`config.mk`:
```
export PLATFORM = sky130hd
export DESIGN_NAME = vdot_seq_ctrl_flat
export DESIGN_NICKNAME = d
export VERILOG_FILES = /design/src/rtl/vdot_seq_ctrl_if.sv /design/src/rtl/vdot_seq_ctrl.sv /design/src/flat_wrapper.sv
export SDC_FILE = /design/constraint.sdc
export NUM_CORES = 1
export LEC_CHECK = 0
export CELL_PAD_IN_SITES_DETAIL_PLACEMENT = 1
export CELL_PAD_IN_SITES_GLOBAL_PLACEMENT = 2
export CORE_MARGIN = 10
export CORE_UTILIZATION = 38
export DETAILED_ROUTE_END_ITERATION = 6
export GPL_ROUTABILITY_DRIVEN = 0
export GPL_TIMING_DRIVEN = 0
export MAX_ROUTING_LAYER = met4
export PLACE_DENSITY_LB_ADDON = 0.15
export SYNTH_ARGS = -nofsm -noshare
export SYNTH_HDL_FRONTEND = slang
export SYNTH_SLANG_ARGS = --single-unit
```
`constraint.sdc`:
```
create_clock -name clk -period 7.2 [get_ports clk]
set_input_delay 1.44 -clock clk [delete_from_list [all_inputs] [get_ports clk]]
set_output_delay 1.44 -clock clk [all_outputs]
set_load 0.03 [all_outputs]
```
`src/rtl/vdot_seq_ctrl_if.sv`:
```
// Pipeline <-> VDOT sequencer connection: EX-stage instruction info in,
// stall / latch-enable / result path out.
interface vdot_seq_ctrl_if;
    logic        is_vdot;
    logic [31:0] opA;
    logic [31:0] opB;
    logic        ext_stall;
    logic        flush;
    logic        stall_out;
    logic        ex_wb_en;
    logic [31:0] vdot_out;
    logic        vdot_valid;
    logic        busy;

    // The pipeline side drives the instruction and control inputs.
    modport master (
        output is_vdot, opA, opB, ext_stall, flush,
        input  stall_out, ex_wb_en, vdot_out, vdot_valid, busy
    );

    modport slave (
        input  is_vdot, opA, opB, ext_stall, flush,
        output stall_out, ex_wb_en, vdot_out, vdot_valid, busy
    );
endinterface

```
`src/rtl/vdot_seq_ctrl.sv`:
```
// Multi-cycle VDOT sequencer: stalls the front end, runs one signed lane MAC
// per cycle, then presents the sign-extended sum to the EX/WB latch.
module vdot_seq_ctrl #(
    parameter int LANES  = 4,
    parameter int LANE_W = 8
) (
    input  logic            clk,
    input  logic            rst,
    vdot_seq_ctrl_if.slave  bus
);
    localparam int PROD_W = 2 * LANE_W;
    localparam int ACC_W  = PROD_W + $clog2(LANES);
    localparam int CNT_W  = (LANES > 1) ? $clog2(LANES) : 1;

    typedef enum logic [1:0] {IDLE, CALC, DONE} state_t;

    state_t                          state;
    logic [CNT_W-1:0]                cnt;
    logic signed [ACC_W-1:0]         acc;
    logic [LANES-1:0][LANE_W-1:0]    a_q;
    logic [LANES-1:0][LANE_W-1:0]    b_q;
    logic [31:0]                     vdot_q;

    logic signed [PROD_W-1:0]        prod;
    logic signed [ACC_W-1:0]         acc_next;
    logic                            last_lane;
    logic                            stall;
    logic                            valid;

    assign prod      = $signed(a_q[cnt]) * $signed(b_q[cnt]);
    assign acc_next  = acc + ACC_W'(prod);
    assign last_lane = (cnt == CNT_W'(LANES - 1));

    // NOTE: every always_comb output gets a default first so no path leaves it
    // unassigned, which would otherwise infer a latch.
    always_comb begin
        stall = 1'b0;
        valid = 1'b0;
        if (!rst) begin
            unique case (state)
                IDLE:    stall = bus.is_vdot;
                CALC:    stall = ~bus.flush;
                DONE:    valid = ~bus.ext_stall & ~bus.flush;
                default: ;
            endcase
        end
    end

    assign bus.stall_out  = stall;
    assign bus.vdot_valid = valid;
    assign bus.ex_wb_en   = ~rst & ~stall & ~bus.ext_stall;
    assign bus.busy       = (state != IDLE);
    assign bus.vdot_out   = vdot_q;

    // NOTE: sequential state uses non-blocking assignments so every register
    // samples the pre-edge values, independent of statement order.
    always_ff @(posedge clk or posedge rst) begin
        if (rst) begin
            state  <= IDLE;
            cnt    <= '0;
            acc    <= '0;
            a_q    <= '0;
            b_q    <= '0;
            vdot_q <= '0;
        end else begin
            unique case (state)
                IDLE: begin
                    if (bus.is_vdot && !bus.flush && !bus.ext_stall) begin
                        a_q   <= bus.opA;
                        b_q   <= bus.opB;
                        acc   <= '0;
                        cnt   <= '0;
                        state <= CALC;
                    end
                end
                CALC: begin
                    // flush wins over ext_stall: the partial sum is simply dropped
                    if (bus.flush) begin
                        state <= IDLE;
                    end else if (!bus.ext_stall) begin
                        acc <= acc_next;
                        cnt <= cnt + CNT_W'(1);
                        if (last_lane) begin
                            vdot_q <= 32'(acc_next);
                            state  <= DONE;
                        end
                    end
                end
                DONE: begin
                    if (bus.flush || !bus.ext_stall) state <= IDLE;
                end
                default: state <= IDLE;
            endcase
        end
    end
endmodule

```
`src/flat_wrapper.sv`:
```
// flat-port wrapper written by rule: the top's interface ports become plain ports
module vdot_seq_ctrl_flat 
#(
    parameter int LANES  = 4,
    parameter int LANE_W = 8
)
  (clk, rst, bus_is_vdot, bus_opA, bus_opB, bus_ext_stall, bus_flush, bus_stall_out, bus_ex_wb_en, bus_vdot_out, bus_vdot_valid, bus_busy);
  vdot_seq_ctrl_if bus_i ();
  input  logic clk;
  input  logic rst;
  input wire logic [$bits(bus_i.is_vdot)-1:0] bus_is_vdot;
  input wire logic [$bits(bus_i.opA)-1:0] bus_opA;
  input wire logic [$bits(bus_i.opB)-1:0] bus_opB;
  input wire logic [$bits(bus_i.ext_stall)-1:0] bus_ext_stall;
  input wire logic [$bits(bus_i.flush)-1:0] bus_flush;
  output wire logic [$bits(bus_i.stall_out)-1:0] bus_stall_out;
  output wire logic [$bits(bus_i.ex_wb_en)-1:0] bus_ex_wb_en;
  output wire logic [$bits(bus_i.vdot_out)-1:0] bus_vdot_out;
  output wire logic [$bits(bus_i.vdot_valid)-1:0] bus_vdot_valid;
  output wire logic [$bits(bus_i.busy)-1:0] bus_busy;
  assign bus_i.is_vdot = bus_is_vdot;
  assign bus_i.opA = bus_opA;
  assign bus_i.opB = bus_opB;
  assign bus_i.ext_stall = bus_ext_stall;
  assign bus_i.flush = bus_flush;
  assign bus_stall_out = bus_i.stall_out;
  assign bus_ex_wb_en = bus_i.ex_wb_en;
  assign bus_vdot_out = bus_i.vdot_out;
  assign bus_vdot_valid = bus_i.vdot_valid;
  assign bus_busy = bus_i.busy;
  vdot_seq_ctrl #(.LANES(LANES), .LANE_W(LANE_W)) u_core (.clk(clk), .rst(rst), .bus(bus_i));
endmodule
```
Word-level counts from Yosys, hierarchy flattened
Index checks and enable logic that the tools add are counted.

cells by class
  add/sub/neg operators = 2
  multipliers = 1
  $lt $le $gt $ge = 1
  equal/unequal tests = 9
  muxes and demuxes = 22
  bitwise logic cells = 7
  reduce and logical (&&, ||, !) cells = 12

operators with widths
  cell                                                    count
  two-way mux 18 bit                                      3
  one-hot mux 18 bit (2 select lines)                     1
  binary-select mux 8 bit (select 2 bit)                  2
  adder 18 x 16 -> 18 bit                                 1
  multiplier 8 x 8 -> 16 bit                              1
  two-way mux 2 bit                                       8
  two-way mux 8 bit                                       2
  AND reduction 4 bit                                     3
  one-hot mux 2 bit (3 select lines)                      1
  equality test 2 bit (second input constant)             2
  inequality test 2 x 1 -> 1 bit (second input constant)  2
  inequality test 2 bit (second input constant)           2
  inverter 1 bit                                          4
  one-hot mux 2 bit (2 select lines)                      1
  nonzero test 2 bit                                      2
  bitwise AND 1 bit                                       3
  < comparator 2 x 3 -> 1 bit (second input constant)     1
  two-way mux 1 bit                                       3
  inequality test 3 x 2 -> 1 bit (second input constant)  1
  inequality test 3 bit (second input constant)           1
  adder 2 x 1 -> 2 bit (second input constant)            1
  equality test 2 x 1 -> 1 bit (second input constant)    1
  logical AND 1 bit                                       2
  zero test 1 bit                                         2
  other kinds (4)                                         4

storage, ports and cells
  bits in registers = 104
  bits of input ports = 69
  output and inout bits = 36
  logic and storage cells = 66

Longest topological paths before layout
Gate-level depths: netlist (run 1).

  word-level depth = 7
  depth in mapped cells = 21
  mapped depth without buffers = 19

Least setup slack after synthesis (run 1)
Ideal clock, no wire load.

  kind = register -> register
  start = reg u_core.cnt[1]
  end = reg u_core.acc[15]
  setup time = 0.126 ns
  data arrival time = 5.456 ns
  data required time = 7.074 ns
  setup slack = 1.618 ns
  stages on the path, launching flop included = 19
  path buffers = 2
  clock period less this slack = 5.582 ns
  path through = dfrtp_1 -> buf_2 -> buf_6 -> mux4_2 -> and2_1 -> inv_1 -> fa_1 -> inv_1 -> fa_1 -> fa_1 -> fa_1 -> fa_1 -> ha_1 -> o21ai_1 -> o21ai_1 -> nand4_1 -> o21a_2 -> mux2i_1 -> a221o_1

on the way
  longest elaborated chain between the ends = 7
  elaborated cells on any way between the ends = 9
  classes of those cells = add/sub (1); mul (1); mux (7)

RTL lines
  item                                     line                 source
  start: declaration                       vdot_seq_ctrl.sv:18  logic [CNT_W-1:0] cnt;
  start signal: assignment                 vdot_seq_ctrl.sv:82  cnt <= cnt + CNT_W'(1);
  binary-select mux 8 bit (select 2 bit)   vdot_seq_ctrl.sv:30  assign prod = $signed(a_q[cnt]) * $signed(b_q[cnt]);
  two-way mux 8 bit (not written as such)  vdot_seq_ctrl.sv:30
  multiplier 8 x 8 -> 16 bit (*)           vdot_seq_ctrl.sv:30
  adder 18 x 16 -> 18 bit (*)              vdot_seq_ctrl.sv:31  assign acc_next = acc + ACC_W'(prod);
  two-way mux 18 bit (*)                   vdot_seq_ctrl.sv:80  end else if (!bus.ext_stall) begin
  two-way mux 18 bit (*)                   vdot_seq_ctrl.sv:78  if (bus.flush) begin
  one-hot mux 18 bit (2 select lines) (*)  vdot_seq_ctrl.sv:66  unique case (state)
  end signal: assignment                   vdot_seq_ctrl.sv:81  acc <= acc_next;
  end: declaration                         vdot_seq_ctrl.sv:19  logic signed [ACC_W-1:0] acc;

Every way passes the cells marked *; elsewhere a longest branch is shown, timed or not. The select of a mux whose other input is x is not followed.
A chain may end at the register's enable or synchronous reset.

Worst setup path in the final report (run 1)
Ends and elaborated chain as after synthesis.

==> flow_summary.yaml, run 1 <==
drt:
  wl_per_cell_microns: 19.0
  drcViolationCount: 0
  routed_wl_microns: 19900
  dr.pass1.iters: 4
  drt_iter0_drc: 118
  ant_nets: 0
  via_per_inst: 4.87
  via_count: 5086
timing:
  max_slew_margin_pct: 50.0
  fmax_mhz: 158
  fin_setup_tns_ns: 0
  setup_viol: 0
  fin_skew_ns: 0.0111
  min_period_ns: 6.31
  rsz0062_at_grt: "false"
  worst_pin_slew_ns: 0.750
  hold_viol: 0
  slew_violations: 0
  period_share_pct: 87.7
grt:
  grt_usage_pct: 15.8
  grt_first_pass_wirelength_microns: 32400
  antenna_found_initial: 0
  grt_pass1_vias: 5959
  grt_max_degree: 70
  grt.overflow.total: 0
layout:
  antenna_cells: 0
  drive_gt1_share_pct: 19.1
  mostFrequentLayoutCells: "clkdlybuf4s50_1 (104), dfrtp_1 (104), inv_1 (94), fa_1 (80), mux2_2 (70)"
  final_area_sq_um: 9530
  fill_cells: 2161
  final_nets: 961
  area_delta_synth_final_pct: 22.1
  final_cells: 1044
  final_util_pct: 47.1
min_path:
  holdPathStages: 2
  hp-start: "u_core.bus.vdot_out[16]"
  hold_path.class: "flop to flop"
  hold-path-endpoint: "u_core.bus.vdot_out[16]"
outcome:
  status: "complete, no violations"
synthesis:
  mappedNetlistArea_sq_um: 7800
  synth_cells: 653
  synth_seq_cells: 104
  ys_types: 53
  synth_edf_count: 0
  syn_avg_cell_area_sq_um: 11.9
  ys_seq_area_share_pct: 33.4
  synth_ff_type: "dfrtp_1"
  synth.net_count: 845
  ys_warn_count: 0
  synth-async-reset-ratio_pct: 100
floorplan:
  start_util_pct: 38.6
  fp.dieW_microns: 163
  die-area_sq_um: 26700
  io_pins: 105
  row_count: 52
  dieHeight_microns: 163
  fp.coreArea_sq_um: 20200
setup_path:
  arrival_ns: 6.55
  cpPeakStageDelay_ns: 0.64
  ff2ff_setup_slack_ns: 0.89
  timing.rr.start: "u_core.cnt[1]"
  r2r_end: "u_core.acc[15]"
  crit_required_ns: 7.44
  cpMostUsedCell: "fa_1"
  crit_fanout: 11
  critical_path.cell_chain: "buf_2 > buf_6 > mux4_2 > and2_1 > inv_1 > fa_1 > inv_1 > fa_1 > fa_1 > fa_1 > fa_1 > ha_1 > o21ai_1 > o21ai_1 > nand4_1 > o21a_2 > mux2i_1 > a221o_1"
  ff2ff_path_depth: 18
  critPathLaunchType: "flop"
  cp-end-kind: "flop"
  critPathSlowestCell: "and2_1"
  path_class: "flop to flop"
place:
  place_area_sq_um: 9210
  post-place-cells: 1028
  hpwlAfterDp_microns: 16300
  portBuffers: 104
clocking:
  clkTransAtPathRegs_ns: 0.07
  worstSkewPairLatency_ns: 0.36
  numCtsBuffers: 9
  clock-sinks: 104
  cts_resized: 0
  cts_tree: "built"
  cts_buffer_depth: 2
  h-tree-depth: 3
  cts_root_buf: "clkbuf_16"
  hold_buffers: 0
  post-cts-setup-buffer-count: 0
job:
  drv_cap: 0
-- cell type report --
class | instances | area (sq um) | share of cell area, %
tap | 270 | 338 | 3.55
inverter | 95 | 359 | 3.77
clock inverter | 7 | 92.6 | 0.972
multi-input combinational | 422 | 4610 | 48.4
buffer | 32 | 229 | 2.40
timing repair buffer | 105 | 1070 | 11.2
clock buffer | 9 | 225 | 2.36
sequential | 104 | 2600 | 27.3
-- worst max-delay path: cells and delay by family (launching register included) --
kind	cells	cell delay, ns
AND/OR/NAND/NOR	2	0.86
buffers and inverters	4	0.80
flip-flops	1	0.35
multiplexers	2	0.41
adder cells (fa/ha/maj)	6	2.92
AO/OA/AOI/OAI	4	0.88
-- cell usage after synthesis (all sizes together) (13+ instances only) --
library cell    n  area [sq um]
mux2           76           878
buf            30           221
o21ai          21           109
ha             43           538
and2           35           219
nand2          44           173
mux4           15           338
a21oi          13          65.1
nor2           15          56.3
inv            95           357
dfrtp         104          2600
fa             80          1600
-- sequential cells by signal, summed over array words and instances, names as in the netlist --
name / cells
u_core.a_q: 32
u_core.b_q: 32
u_core.acc: 18
u_core.bus.vdot_out: 18
u_core.cnt: 2
u_core.state: 2
-- cell families after synthesis --
kind of cell               synth area share (%)
buffers and inverters                      7.51
adders and majority gates                  27.4
and+or+nand+nor                            8.08
DFF                                        33.4
muxes                                      16.0
AOI/OAI and AO/OA                          5.74
xor gates and xnor gates                   1.91
-- layer usage --
metal	part of all wire, %	global-route usage, %
met1	46	20.1
met2	50	26.1
met3	3.3	2.74
met4	1.1	3.36
met5	0	-
-- metrics by stage --
stage	hold slack, ns	setup slack [ns]
2_1_floorplan	0.450	1.62
5_1_grt	0.521	0.483
4_1_cts	0.492	0.755
6_report	0.482	0.885
3_5_place_dp	0.475	0.770
3_3_place_gp	0.471	-0.227
-- how the worst max path moves through the flow --
stage	start	endpoint	depth (start not counted)
2_1_floorplan	u_core.cnt[1]	u_core.acc[15]	18
3_3_place_gp	rst	bus_stall_out	4
3_5_place_dp	u_core.cnt[1]	u_core.acc[16]	18
4_1_cts	u_core.cnt[1]	u_core.acc[16]	18
5_1_grt	u_core.cnt[1]	u_core.acc[15]	18
6_report	u_core.cnt[1]	u_core.acc[15]	18
Power of run 1 is left out: the tool's default activity adds up to more than one toggle a clock period on the data nets, which glitch-free logic cannot reach.
==> run 2, diff against run 1 <==
--- a/config.mk
+++ b/config.mk
@@ -7,13 +7,14 @@
 export LEC_CHECK = 0
 export CELL_PAD_IN_SITES_DETAIL_PLACEMENT = 1
 export CELL_PAD_IN_SITES_GLOBAL_PLACEMENT = 2
-export CORE_MARGIN = 10
 export CORE_UTILIZATION = 38
 export DETAILED_ROUTE_END_ITERATION = 6
 export GPL_ROUTABILITY_DRIVEN = 0
 export GPL_TIMING_DRIVEN = 0
 export MAX_ROUTING_LAYER = met4
 export PLACE_DENSITY_LB_ADDON = 0.15
+export SETUP_SLACK_MARGIN = 0.5
+export SLEW_MARGIN = 40
 export SYNTH_ARGS = -nofsm -noshare
 export SYNTH_HDL_FRONTEND = slang
 export SYNTH_SLANG_ARGS = --single-unit
==> run 2 against run 1 <==
Setup slack better by 0.094 ns. Via count up 1.6%. Largest cell class unchanged. Flip-flop and latch count unchanged. Cell count unchanged. Register-to-register slack better by 0.09 ns. Die area down 21%.
==> flow_summary.yaml, run 2 (synthesized netlist as in run 1, its figures left out) <==
outcome:
  status: "complete, no violations"
timing:
  fmax_mhz: 161
  setup_viol: 0
  min_period_ns: 6.22
  slew_violations: 0
  hold_viol: 0
  rsz0062_at_grt: "false"
  max_slew_margin_pct: 48.1
  period_share_pct: 86.4
  fin_skew_ns: 0.0141
  finalWorstSetupSlack_ns: 0.979
  worst_pin_slew_ns: 0.778
grt:
  grt_max_degree: 71
  grt_first_pass_wirelength_microns: 31400
  grt.overflow.total: 0
  antenna_found_initial: 0
  grt_usage_pct: 19.9
  grt_pass1_vias: 5720
setup_path:
  critPathSlowestCell: "mux4_2"
  crit_fanout: 10
  cpPeakStageDelay_ns: 0.66
  critical_path.cell_chain: "buf_2 > buf_6 > mux4_2 > nand2_1 > inv_1 > fa_1 > inv_1 > fa_1 > inv_1 > fa_1 > fa_1 > ha_1 > ha_1 > inv_1 > o21ai_0 > o21a_1 > o22ai_1 > a311oi_1 > o21ai_1"
  critPathLaunchType: "flop"
  path_class: "flop to flop"
  arrival_ns: 6.46
  cp-end-kind: "flop"
  crit_required_ns: 7.44
place:
  dpl_worst_slack_ns: 0.814
  hpwlAfterDp_microns: 15500
  portBuffers: 104
  post-place-cells: 1028
floorplan:
  dieHeight_microns: 145
  fp.coreArea_sq_um: 20200
  start_util_pct: 38.7
  fp.dieW_microns: 145
  io_pins: 105
  die-area_sq_um: 21100
  row_count: 52
clocking:
  post-cts-setup-buffer-count: 0
  clock-sinks: 104
  cts_tree: "built"
  hold_buffers: 0
  clkTransAtPathRegs_ns: 0.08
  cts_buffer_depth: 2
  numCtsBuffers: 9
  worstSkewPairLatency_ns: 0.37
  h-tree-depth: 3
  cts_root_buf: "clkbuf_16"
  cts_resized: 0
drt:
  routed_wl_microns: 19200
  wl_per_cell_microns: 18.4
  via_per_inst: 4.95
  drcViolationCount: 0
  drt_iter0_drc: 137
  via_count: 5168
  ant_nets: 0
  dr.pass1.iters: 4
layout:
  final_cells: 1044
  final_nets: 961
  mostFrequentLayoutCells: "clkdlybuf4s50_1 (104), dfrtp_1 (104), inv_1 (94), fa_1 (80), mux2_2 (70)"
  final_util_pct: 47.3
  top_regs: "u_core.a_q x32, u_core.b_q x32"
  antenna_cells: 0
  fill_cells: 2120
  area_delta_synth_final_pct: 22.2
  drive_gt1_share_pct: 19.3
job:
  drv_cap: 0
min_path:
  hold_path.class: "flop to flop"
==> run 2: cell types whose count changed in the layout (fill, tap and decap cells not counted) <==
cell / delta
inv_8: +2
and2_1: -1
clkinv_8: +1
inv_6: -2
bufinv_16: -1
inv_4: -1
and2_2: +1
inv_12: +1
==> run 2: final timing paths <==
path | start | to | slack (ns) | cells past startpoint
worst max-delay path | u_core.cnt[1] | u_core.bus.vdot_out[16] | 0.98 | 19
worst min-delay path | u_core.bus.vdot_out[14] | u_core.bus.vdot_out[14] | 0.50 | 2
worst max register to register | u_core.cnt[1] | u_core.bus.vdot_out[16] | 0.98 | 19
worst min register to register | u_core.bus.vdot_out[14] | u_core.bus.vdot_out[14] | 0.50 | 2
max in group asynchronous | rst | u_core.b_q[4] | 5.09 | 3
min in group asynchronous | rst | u_core.state[1] | 1.48 | 2
==> run 2: per-stage QoR <==
stage / instance area, sq um / setup TNS, ns / hold WS, ns
floorplan: 7800 / 0 / 0.450
global placement: 9180 / -0.218 / 0.463
detailed placement: 9220 / 0 / 0.480
CTS: 9530 / 0 / 0.498
global route: 9530 / 0 / 0.529
finish: 9530 / 0 / 0.496
==> run 2: area by class of cell <==
class	count	area (sq um)	share of cell area (%)
tap	270	338	3.54
inverter	95	364	3.82
multi-input combinational	422	4610	48.4
clock buffer	9	225	2.36
sequential	104	2600	27.3
timing repair buffer	105	1070	11.2
clock inverter	7	88.8	0.932
buffer	32	229	2.40
==> run 2: worst max-delay path: cells and delay by family (launching register included) <==
kind	cells	cell delay, ns
adder cells (fa/ha/maj)	6	2.66
AO/OA/AOI/OAI	5	1.25
buffers and inverters	6	0.98
multiplexers	1	0.66
flip-flops	1	0.35
AND/OR/NAND/NOR	1	0.21
==> run 2: routing by layer <==
metal	GRT usage (%)	routed length, microns	up-vias
met1	26.2	8860	2687
met2	32.4	9460	95
li1	-	-	2370
met4	5.47	261	0
met3	2.55	573	16
met5	-	0	-
Power of run 2 is left out for the same reason.
==> run 3, diff against run 2 <==
--- a/config.mk
+++ b/config.mk
@@ -11,7 +11,6 @@
 export DETAILED_ROUTE_END_ITERATION = 6
 export GPL_ROUTABILITY_DRIVEN = 0
 export GPL_TIMING_DRIVEN = 0
-export MAX_ROUTING_LAYER = met4
 export PLACE_DENSITY_LB_ADDON = 0.15
 export SETUP_SLACK_MARGIN = 0.5
 export SLEW_MARGIN = 40
==> run 3 against run 2 <==
Wire length fell by 0.13%. Sequential share of layout area stayed put. Cell count is the same. Worst hold slack lost 0.0020 ns. Non-clock buffer count is the same. Clock skew shrank 0.00061 ns. Utilization unchanged. Global-route usage down 0.58 points. Register-to-register slack about the same. Count of clock-buffer cells in the layout unchanged. Maximum frequency is essentially flat. Flip-flop and latch count unchanged. Largest cell class unchanged.
==> flow_summary.yaml, run 3 (synthesized netlist as in run 1, its figures left out) <==
setup_path:
  critPathSlowestCell: "mux4_2"
  cpPeakStageDelay_ns: 0.65
  critical_path.cell_chain: "buf_2 > buf_6 > mux4_2 > nand2_1 > inv_1 > fa_1 > inv_1 > fa_1 > inv_1 > fa_1 > fa_1 > ha_1 > ha_1 > inv_1 > o21ai_0 > o21a_1 > o22ai_1 > a311oi_1 > o21ai_1"
  arrival_ns: 6.46
  r2r_end: "u_core.bus.vdot_out[16]"
  crit_required_ns: 7.44
  ff2ff_path_depth: 19
  critPathLaunchType: "flop"
  timing.rr.start: "u_core.cnt[1]"
  path_class: "flop to flop"
  crit_family: "adder cells"
  crit_fanout: 10
  cp-end-kind: "flop"
  ff2ff_setup_slack_ns: 0.98
  critPathBufInv: 6
layout:
  mostFrequentLayoutCells: "clkdlybuf4s50_1 (104), dfrtp_1 (104), inv_1 (94), fa_1 (80), mux2_2 (70)"
  fill_cells: 2120
  top_regs: "u_core.a_q x32, u_core.b_q x32"
  final_nets: 961
  area_delta_synth_final_pct: 22.2
  drive_gt1_share_pct: 19.3
  final_area_sq_um: 9530
  final_util_pct: 47.3
  antenna_cells: 0
timing:
  min_period_ns: 6.22
  slew_violations: 0
  period_share_pct: 86.4
  fin_skew_ns: 0.0135
  hold_viol: 0
  max_slew_margin_pct: 48.2
  fin_setup_tns_ns: 0
  setup_viol: 0
  fmax_mhz: 161
  worst_pin_slew_ns: 0.777
  rsz0062_at_grt: "false"
clocking:
  worstSkewPairLatency_ns: 0.37
  clkTransAtPathRegs_ns: 0.08
  hold_buffers: 0
  cts_root_buf: "clkbuf_16"
  clock-sinks: 104
  h-tree-depth: 3
  post-cts-setup-buffer-count: 0
  numCtsBuffers: 9
  cts_tree: "built"
  cts_buffer_depth: 2
drt:
  dr.pass1.iters: 4
  via_per_inst: 4.96
  drt_iter0_drc: 143
  wl_per_cell_microns: 18.3
  routed_wl_microns: 19100
  ant_nets: 0
  drcViolationCount: 0
  via_count: 5182
grt:
  grt_busiest_layer: "met2"
  grt_max_degree: 71
  grt_use_met2_pct: 32.3
  grt_use_met3_pct: 2.61
  grt.overflow.total: 0
  grt_pass1_vias: 5724
  antenna_found_initial: 0
  grt_usage_pct: 19.3
  grt_first_pass_wirelength_microns: 31500
  met1_usage_pct: 26.3
min_path:
  hold-path-endpoint: "u_core.bus.vdot_out[14]"
  hp-start: "u_core.bus.vdot_out[14]"
  hold_path.class: "flop to flop"
  holdPathStages: 2
floorplan:
  io_pins: 105
  row_count: 52
  start_util_pct: 38.7
  dieHeight_microns: 145
  fp.dieW_microns: 145
  die-area_sq_um: 21100
  fp.coreArea_sq_um: 20200
outcome:
  status: "complete, no violations"
place:
  hpwlAfterDp_microns: 15500
  portBuffers: 104
  place_area_sq_um: 9220
job:
  drv_cap: 0
## run 3: cell counts in the layout (fill, tap and decap cells not counted)
No cell type changed its count.
## run 3: final cells by class
cell class	count	area (sq um)	share of cell area (%)
Buffer	32	229	2.40
Clock buffer	9	225	2.36
Clock inverter	7	88.8	0.932
Inverter	95	364	3.82
Multi-Input combinational cell	422	4610	48.4
Sequential cell	104	2600	27.3
Tap cell	270	338	3.54
Timing Repair Buffer	105	1070	11.2
## run 3: how the worst max path moves through the flow
| stage | start | to | slack, ns | depth (start not counted) |
|---|---|---|---|---|
| after global routing | u_core.cnt[1] | u_core.acc[16] | 0.69 | 19 |
| final | u_core.cnt[1] | u_core.bus.vdot_out[16] | 0.98 | 19 |
| after detailed placement | u_core.cnt[1] | u_core.acc[16] | 0.81 | 18 |
| after floorplan | u_core.cnt[1] | u_core.acc[15] | 1.62 | 18 |
| after CTS | u_core.cnt[1] | u_core.bus.vdot_out[16] | 0.79 | 18 |
| after global placement | rst | bus_stall_out | -0.22 | 4 |
## run 3: through the flow
stage | setup WS [ns] | instances | hold slack (ns)
2_1_floorplan | 1.62 | 653 | 0.450
3_3_place_gp | -0.218 | 1027 | 0.463
3_5_place_dp | 0.814 | 1028 | 0.480
4_1_cts | 0.791 | 1044 | 0.498
5_1_grt | 0.694 | 1044 | 0.529
6_report | 0.980 | 1044 | 0.494
## run 3: worst reg2reg max path: cells and delay by family (launching register included)
kind	cells	cell delay, ns
buffers and inverters	6	1.14
and+or+nand+nor	1	0.21
adders and majority gates	6	2.50
AOI/OAI and AO/OA	5	1.25
DFF	1	0.35
muxes	1	0.65
## run 3: per-layer routing
| metal | up-vias | routed length, microns |
|---|---|---|
| li1 | 2367 | - |
| met1 | 2705 | 8820 |
| met2 | 94 | 9430 |
| met3 | 16 | 636 |
| met4 | 0 | 252 |
| met5 | - | 0 |
## run 3: what timing repair did
| item | 4_1_cts | 5_1_grt |
|---|---|---|
| setup endpoints to repair | 0 | 1 |
| gates resized for setup | 0 | 1 |
| endpoints found under the hold margin | 0 | 0 |
Power of run 3 is left out for the same reason.
